## config.mk

```make
export PLATFORM = sky130hd
export DESIGN_NAME = uart_rx_ctrl
export DESIGN_NICKNAME = d
export VERILOG_FILES = /design/src/rtl/uart_rx_ctrl.sv
export SDC_FILE = /design/constraint.sdc
export NUM_CORES = 1
export LEC_CHECK = 0
export BUFFER_PORTS_ARGS = -buffer_cell sky130_fd_sc_hd__clkbuf_2
export CORE_MARGIN = 1.5
export CORE_UTILIZATION = 63
export CTS_CLUSTER_SIZE = 8
export DETAILED_ROUTE_END_ITERATION = 6
export HOLD_SLACK_MARGIN = 0.02
export PLACE_DENSITY_LB_ADDON = 0.3
export SKIP_LAST_GASP = 1
export SLEW_MARGIN = 20
export SYNTH_ARGS = -nofsm -noshare
export SYNTH_HDL_FRONTEND = slang
export SYNTH_SLANG_ARGS = --single-unit
export TNS_END_PERCENT = 50
```

## constraint.sdc

```tcl
create_clock -name clk -period 5.6 [get_ports clk]
set_input_delay 1.12 -clock clk [delete_from_list [all_inputs] [get_ports clk]]
set_output_delay 1.12 -clock clk [all_outputs]
set_load 0.01 [all_outputs]
```

## src/rtl/uart_rx_ctrl.sv

```systemverilog
// UART 8N1 receiver: two-flop input synchroniser, framing FSM, small show-ahead
// receive FIFO, sticky error flags, LED mirror of the last accepted byte and a level irq.
module uart_rx_ctrl #(
    parameter int CLKS_PER_BIT = 16,
    parameter int FIFO_DEPTH   = 4
) (
    input  logic                          clk,
    input  logic                          rst,
    input  logic                          uart_in,
    input  logic                          rd_en,
    input  logic                          clr_err,
    input  logic                          irq_en,
    output logic [7:0]                    rd_data,
    output logic                          rx_valid,
    output logic [$clog2(FIFO_DEPTH):0]   rx_count,
    output logic                          overrun,
    output logic                          frame_err,
    output logic                          irq,
    output logic [7:0]                    leds
);

    localparam int CW = $clog2(CLKS_PER_BIT);
    localparam int AW = (FIFO_DEPTH > 1) ? $clog2(FIFO_DEPTH) : 1;
    localparam int NW = $clog2(FIFO_DEPTH) + 1;

    localparam logic [CW-1:0] CNT_HALF = CW'(CLKS_PER_BIT / 2 - 1);
    localparam logic [CW-1:0] CNT_LAST = CW'(CLKS_PER_BIT - 1);
    localparam logic [AW-1:0] PTR_LAST = AW'(FIFO_DEPTH - 1);
    localparam logic [NW-1:0] CNT_FULL = NW'(FIFO_DEPTH);

    typedef enum logic [2:0] {IDLE, START, DATA, STOP, WAIT_HIGH} state_t;

    function automatic logic [AW-1:0] ptr_inc(input logic [AW-1:0] p);
        return (p == PTR_LAST) ? '0 : p + AW'(1);
    endfunction

    // ---- stage p0/p1: input synchroniser (idles high so reset never fakes a start bit)
    logic rx_sync_p0, rx_sync_p1, rx_s;

    always_ff @(posedge clk) begin
        if (rst) begin
            rx_sync_p0 <= 1'b1;
            rx_sync_p1 <= 1'b1;
        end else begin
            rx_sync_p0 <= uart_in;
            rx_sync_p1 <= rx_sync_p0;
        end
    end

    assign rx_s = rx_sync_p1;

    // ---- framing FSM
    state_t          state, state_nxt;
    logic [CW-1:0]   cnt, cnt_nxt;
    logic [2:0]      bit_idx, bit_nxt;
    logic [7:0]      shreg, shreg_nxt;
    logic            push, ferr_set;

    always_ff @(posedge clk) begin
        if (rst) begin
            state   <= IDLE;
            cnt     <= '0;
            bit_idx <= '0;
        end else begin
            state   <= state_nxt;
            cnt     <= cnt_nxt;
            bit_idx <= bit_nxt;
        end
    end

    // Every bit is rewritten before a push, so the shift register needs no reset.
    always_ff @(posedge clk) begin
        shreg <= shreg_nxt;
    end

    always_comb begin
        state_nxt = state;
        cnt_nxt   = cnt + CW'(1);
        bit_nxt   = bit_idx;
        shreg_nxt = shreg;
        push      = 1'b0;
        ferr_set  = 1'b0;
        case (state)
            IDLE: begin
                cnt_nxt = '0;
                if (!rx_s) state_nxt = START;
            end
            START: begin
                if (cnt == CNT_HALF) begin
                    cnt_nxt   = '0;
                    bit_nxt   = '0;
                    state_nxt = rx_s ? IDLE : DATA;
                end
            end
            DATA: begin
                if (cnt == CNT_LAST) begin
                    cnt_nxt            = '0;
                    shreg_nxt[bit_idx] = rx_s;
                    if (bit_idx == 3'd7) state_nxt = STOP;
                    else                 bit_nxt   = bit_idx + 3'd1;
                end
            end
            STOP: begin
                if (cnt == CNT_LAST) begin
                    cnt_nxt = '0;
                    if (rx_s) begin
                        push      = 1'b1;
                        state_nxt = IDLE;
                    end else begin
                        ferr_set  = 1'b1;
                        state_nxt = WAIT_HIGH;
                    end
                end
            end
            WAIT_HIGH: begin
                cnt_nxt = '0;
                if (rx_s) state_nxt = IDLE;
            end
            default: state_nxt = IDLE;
        endcase
    end

    // ---- receive FIFO, flags and irq
    logic [7:0]    mem [FIFO_DEPTH];
    logic [AW-1:0] wr_ptr, rd_ptr;
    logic [NW-1:0] count;
    logic          pop, full, accept;

    assign rx_valid = (count != '0);
    assign full     = (count == CNT_FULL);
    assign pop      = rd_en & rx_valid;
    // When full, a same-cycle pop frees the slot the push overwrites.
    assign accept   = push & (~full | pop);

    always_ff @(posedge clk) begin
        if (rst) begin
            for (int i = 0; i < FIFO_DEPTH; i++) mem[i] <= '0;
            wr_ptr    <= '0;
            rd_ptr    <= '0;
            count     <= '0;
            leds      <= '0;
            overrun   <= 1'b0;
            frame_err <= 1'b0;
            irq       <= 1'b0;
        end else begin
            if (accept) begin
                mem[wr_ptr] <= shreg;
                wr_ptr      <= ptr_inc(wr_ptr);
                leds        <= shreg;
            end
            if (pop) rd_ptr <= ptr_inc(rd_ptr);
            count <= count + NW'(accept) - NW'(pop);

            if (push && !accept) overrun <= 1'b1;
            else if (clr_err)    overrun <= 1'b0;

            if (ferr_set)        frame_err <= 1'b1;
            else if (clr_err)    frame_err <= 1'b0;

            irq <= irq_en & rx_valid;
        end
    end

    assign rd_data  = mem[rd_ptr];
    assign rx_count = count;

endmodule

```

==> metrics.cfg <==
[synthesis]
synth-edff-count = 40
yosysWarnings = 0
ys_seq_area_share_pct = 58.5
syn_avg_cell_area_um2 = 11.4
ys_seq_elements = 72
cell_count_after_synthesis = 276
synth-async-reset-ratio_pct = 0
netlist_area_um2 = 3150
postSynthNetCount = 290
postSynth.topFlopCell = sky130_fd_sc_hd__edfxtp_1
post_synth_num_cell_types = 47

[cells_and_area]
layout.cell_area.non_filler_um2 = 3480
mostFrequentLayoutCell = sky130_fd_sc_hd__nor2_1
final.fill_count = 351
area_delta_synth_final_pct = 10.6
seq_area_um2 = 1840
multiInputGateArea_um2 = 1180
final-instance-count-excl-fill = 369
antenna_cells_inserted = 0
top_library_cells_by_usage_in_the_layout_fill_and_taps_aside = sky130_fd_sc_hd__nor2_1, sky130_fd_sc_hd__edfxtp_1, sky130_fd_sc_hd__nand2_1
drive_above_1_share_pct = 18.2
nNetsFinal = 311

[route]
drcViolationCount = 0
route.vias.total = 2102
initialDrtViolationCount = 140
met3_routed_length_um = 239
drt_wl_total_mm = 5.29
met2_wirelength_mm = 2.56
wire_per_inst_um = 14.3
routed_via_density = 5.70
met1Wirelength_mm = 2.37
firstDrtPassIters = 4
top_sig_layer = met4
ant_nets = 0

[cts]
clock_latency_ps = 340
clk_path_buf_depth = 2
cts_hold_repair.buffers = 0
numClockSinks = 72
clock_tree.htree_level_count = 3
cts-buffers-inserted = 9
postCtsSetupRepairBufs = 0
postCtsResizedCells = 0
tritoncts = yes
clock_tree.root_cell = sky130_fd_sc_hd__clkbuf_8
cts.reportedPaths.clkPinSlew_ps = 70

[place]
placed_cells_incl_taps = 353
postPlaceCellArea_um2 = 3290
finalWeightedCongestion = 0.748
portBuffers = 28
place.detailed.hpwl_mm = 3.63
preCtsSetupSlack_ps = 2120

[power]
combinationalPowerShare_pct = 2.9
p_sw_mw = 0.219
ir_drop_mv = 0.153
power.static_leakage_nw = 1.31
internal_power_mw = 0.781
power_density_nw_per_um2 = 287
p_clk_share_pct = 40.0
power.switching_fraction_pct = 21.9
seq_power_share_pct = 57.1

[timing]
timing.final.crit_share_pct = 56.0
timing.clock.skew_ps = 9.07
period_needed_ps = 3140
fmax_mhz = 319
fin_worst_setup_slack_ps = 2460
max_slew_margin_pct = 48.3
setup_repair_after_global_routing_missed_its_margin = false
finalMaxSlewViolations = 0
whs_ps = 418
hold_viol_final = 0
setup_viol = 0
tns_ps = 0
worstMarginPinSlew_ps = 770

[grt]
grt_antenna_before_repair = 0
grt.total_usage_pct = 22.0
overflow = 0
vias_in_the_first_global_route = 1900
grt_first_pass_wirelength_mm = 8.74
grt_max_degree = 27

[critical_path]
list_of_cells_traversed_by_the_critical_path = clkbuf_2 -> or4b_1 -> and4_4 -> inv_1 -> ha_1 -> inv_1 -> ha_1 -> inv_1 -> fa_1 -> xor2_1 -> and2_1 -> nor3_1
crit_path_max_fanout = 14
crit_arrival_ps = 3400
required_ps = 5860
most_frequent_cell_on_the_critical_path = sky130_fd_sc_hd__inv_1
worstSetupStartpointType = input pin
crit_path_top_delay_cell = sky130_fd_sc_hd__or4b_1
path_buf_inv = 4
critical_path_class = in2reg
crit_path_end_kind = register
rrSetupSlack_ps = 2560
cp_slowest_stage_delay_ps = 550
worstReg2RegStart = cnt[0]
worst_path_dominant_cell_family = simple AND/OR/NAND/NOR gates
cp-startpoint = rd_en

[worst_hold_path]
start_point_of_the_worst_hold_path = rx_sync_p0
worst_hold_path_type = reg2reg

[floorplan]
die_w_um = 73.7
fp.coreArea_um2 = 4750
die_h_um = 73.7
design.portCount = 29
floorplan.die_area_um2 = 5430
initial_utilization_pct = 66.2
placementRows = 25

[outcome]
outcome = finished, final reports clean

[flow_run]
cap_violations = 0

[power groups by stage]
stage	clock network, mW	registers (mW)	logic (mW)
after floorplan	0	0.580	0.0212
after global placement	0	0.582	0.0280
after detailed placement	0	0.583	0.0289
after CTS	0.408	0.571	0.0289
after global routing	0.426	0.572	0.0323
final	0.401	0.571	0.0286
[cells in the mapped netlist (2+ instances only)]
| cell | instances | area share (%) |
|---|---|---|
| sky130_fd_sc_hd__or3_1 | 3 | 0.60 |
| sky130_fd_sc_hd__and4_1 | 2 | 0.56 |
| sky130_fd_sc_hd__edfxtp_1 | 40 | 38 |
| sky130_fd_sc_hd__nor4_1 | 2 | 0.40 |
| sky130_fd_sc_hd__nand4_1 | 4 | 0.79 |
| sky130_fd_sc_hd__inv_1 | 10 | 1.2 |
| sky130_fd_sc_hd__nand2b_1 | 4 | 0.79 |
| sky130_fd_sc_hd__nand3_1 | 3 | 0.48 |
| sky130_fd_sc_hd__nand2_1 | 34 | 4.1 |
| sky130_fd_sc_hd__nor2b_1 | 7 | 1.4 |
| sky130_fd_sc_hd__o21ai_0 | 2 | 0.32 |
| sky130_fd_sc_hd__buf_1 | 3 | 0.36 |
| sky130_fd_sc_hd__nor3b_1 | 2 | 0.48 |
| sky130_fd_sc_hd__mux4_2 | 8 | 5.7 |
| sky130_fd_sc_hd__nor4b_1 | 2 | 0.56 |
| sky130_fd_sc_hd__clkbuf_1 | 11 | 1.3 |
| sky130_fd_sc_hd__a22oi_1 | 3 | 0.72 |
| sky130_fd_sc_hd__buf_2 | 2 | 0.32 |
| sky130_fd_sc_hd__a21oi_1 | 3 | 0.48 |
| sky130_fd_sc_hd__or2_2 | 2 | 0.40 |
| sky130_fd_sc_hd__xor2_1 | 2 | 0.56 |
| sky130_fd_sc_hd__mux2i_1 | 12 | 3.8 |
| sky130_fd_sc_hd__o32ai_1 | 2 | 0.56 |
| sky130_fd_sc_hd__buf_6 | 2 | 0.72 |
| sky130_fd_sc_hd__nor2_1 | 46 | 5.5 |
| sky130_fd_sc_hd__a21o_1 | 3 | 0.72 |
| sky130_fd_sc_hd__nor3_1 | 5 | 0.79 |
| sky130_fd_sc_hd__dfxtp_1 | 32 | 20 |
| sky130_fd_sc_hd__ha_1 | 7 | 2.8 |
[worst reg2reg max path: stages (launching register included)]
cell and delay, ps:
sky130_fd_sc_hd__dfxtp_1 350, sky130_fd_sc_hd__ha_1 330, sky130_fd_sc_hd__and4_1 470, sky130_fd_sc_hd__and4_4 440
sky130_fd_sc_hd__inv_1 90, sky130_fd_sc_hd__ha_1 270, sky130_fd_sc_hd__inv_1 60, sky130_fd_sc_hd__ha_1 120
sky130_fd_sc_hd__inv_1 40, sky130_fd_sc_hd__fa_1 360, sky130_fd_sc_hd__xor2_1 160, sky130_fd_sc_hd__and2_1 160
sky130_fd_sc_hd__nor3_1 110
[path summary, 6_finish.rpt]
path,to,cells past startpoint
setup reg to reg,rx_count[2],12
setup / recovery,rx_count[2],12
hold reg to reg,rx_s,1
hold / removal,rx_s,1
[routing by layer]
layer | up-vias | global-route usage (%)
met5 | - | 0
met4 | 0 | 10.5
met3 | 12 | 6.72
met2 | 54 | 35.3
met1 | 1012 | 27.2
li1 | 1024 | -
[flip-flops by register name, indices dropped and copies added, names as in the netlist, named ones only]
| register | cells |
|---|---|
| rx_count | 3 |
| shreg | 8 |
| mem | 32 |
| leds | 8 |
| rx_s | 1 |
| overrun | 1 |
| irq | 1 |
| state | 3 |
| cnt | 4 |
| wr_ptr | 2 |
| frame_err | 1 |
| rx_sync_p0 | 1 |
| rd_ptr | 2 |
| bit_idx | 3 |
[layout make-up]
class / count / share of cell area [%]
timing repair buffer: 28 / 4.02
clock buffer: 9 / 3.56
inverter: 10 / 1.08
multi-input combinational: 176 / 34.0
clock inverter: 7 / 2.05
sequential: 72 / 52.9
tap: 67 / 2.41
[kinds of logic (layout without fill, tap and decap cells)]
family                     after synthesis  after routing  share of synthesized area (%)
and+or+nand+nor                        124            124                           19.0
adders and majority gates                8              8                           3.42
muxes                                   20             20                           9.54
xor gates and xnor gates                 3              3                          0.834
DFF                                     72             72                           58.5
buffers and inverters                   28             54                           3.89
AOI/OAI and AO/OA                       21             21                           4.81
[stage by stage]
| step | utilization [%] | power [mW] |
|---|---|---|
| finish | 73.3 | 1.00 |
| global route | 73.3 | 1.03 |
| CTS | 73.3 | 1.01 |
| detailed placement | 69.2 | 0.612 |
| global placement | 69.2 | 0.611 |
| floorplan | - | 0.602 |
Power figures use the tool's default switching activity.
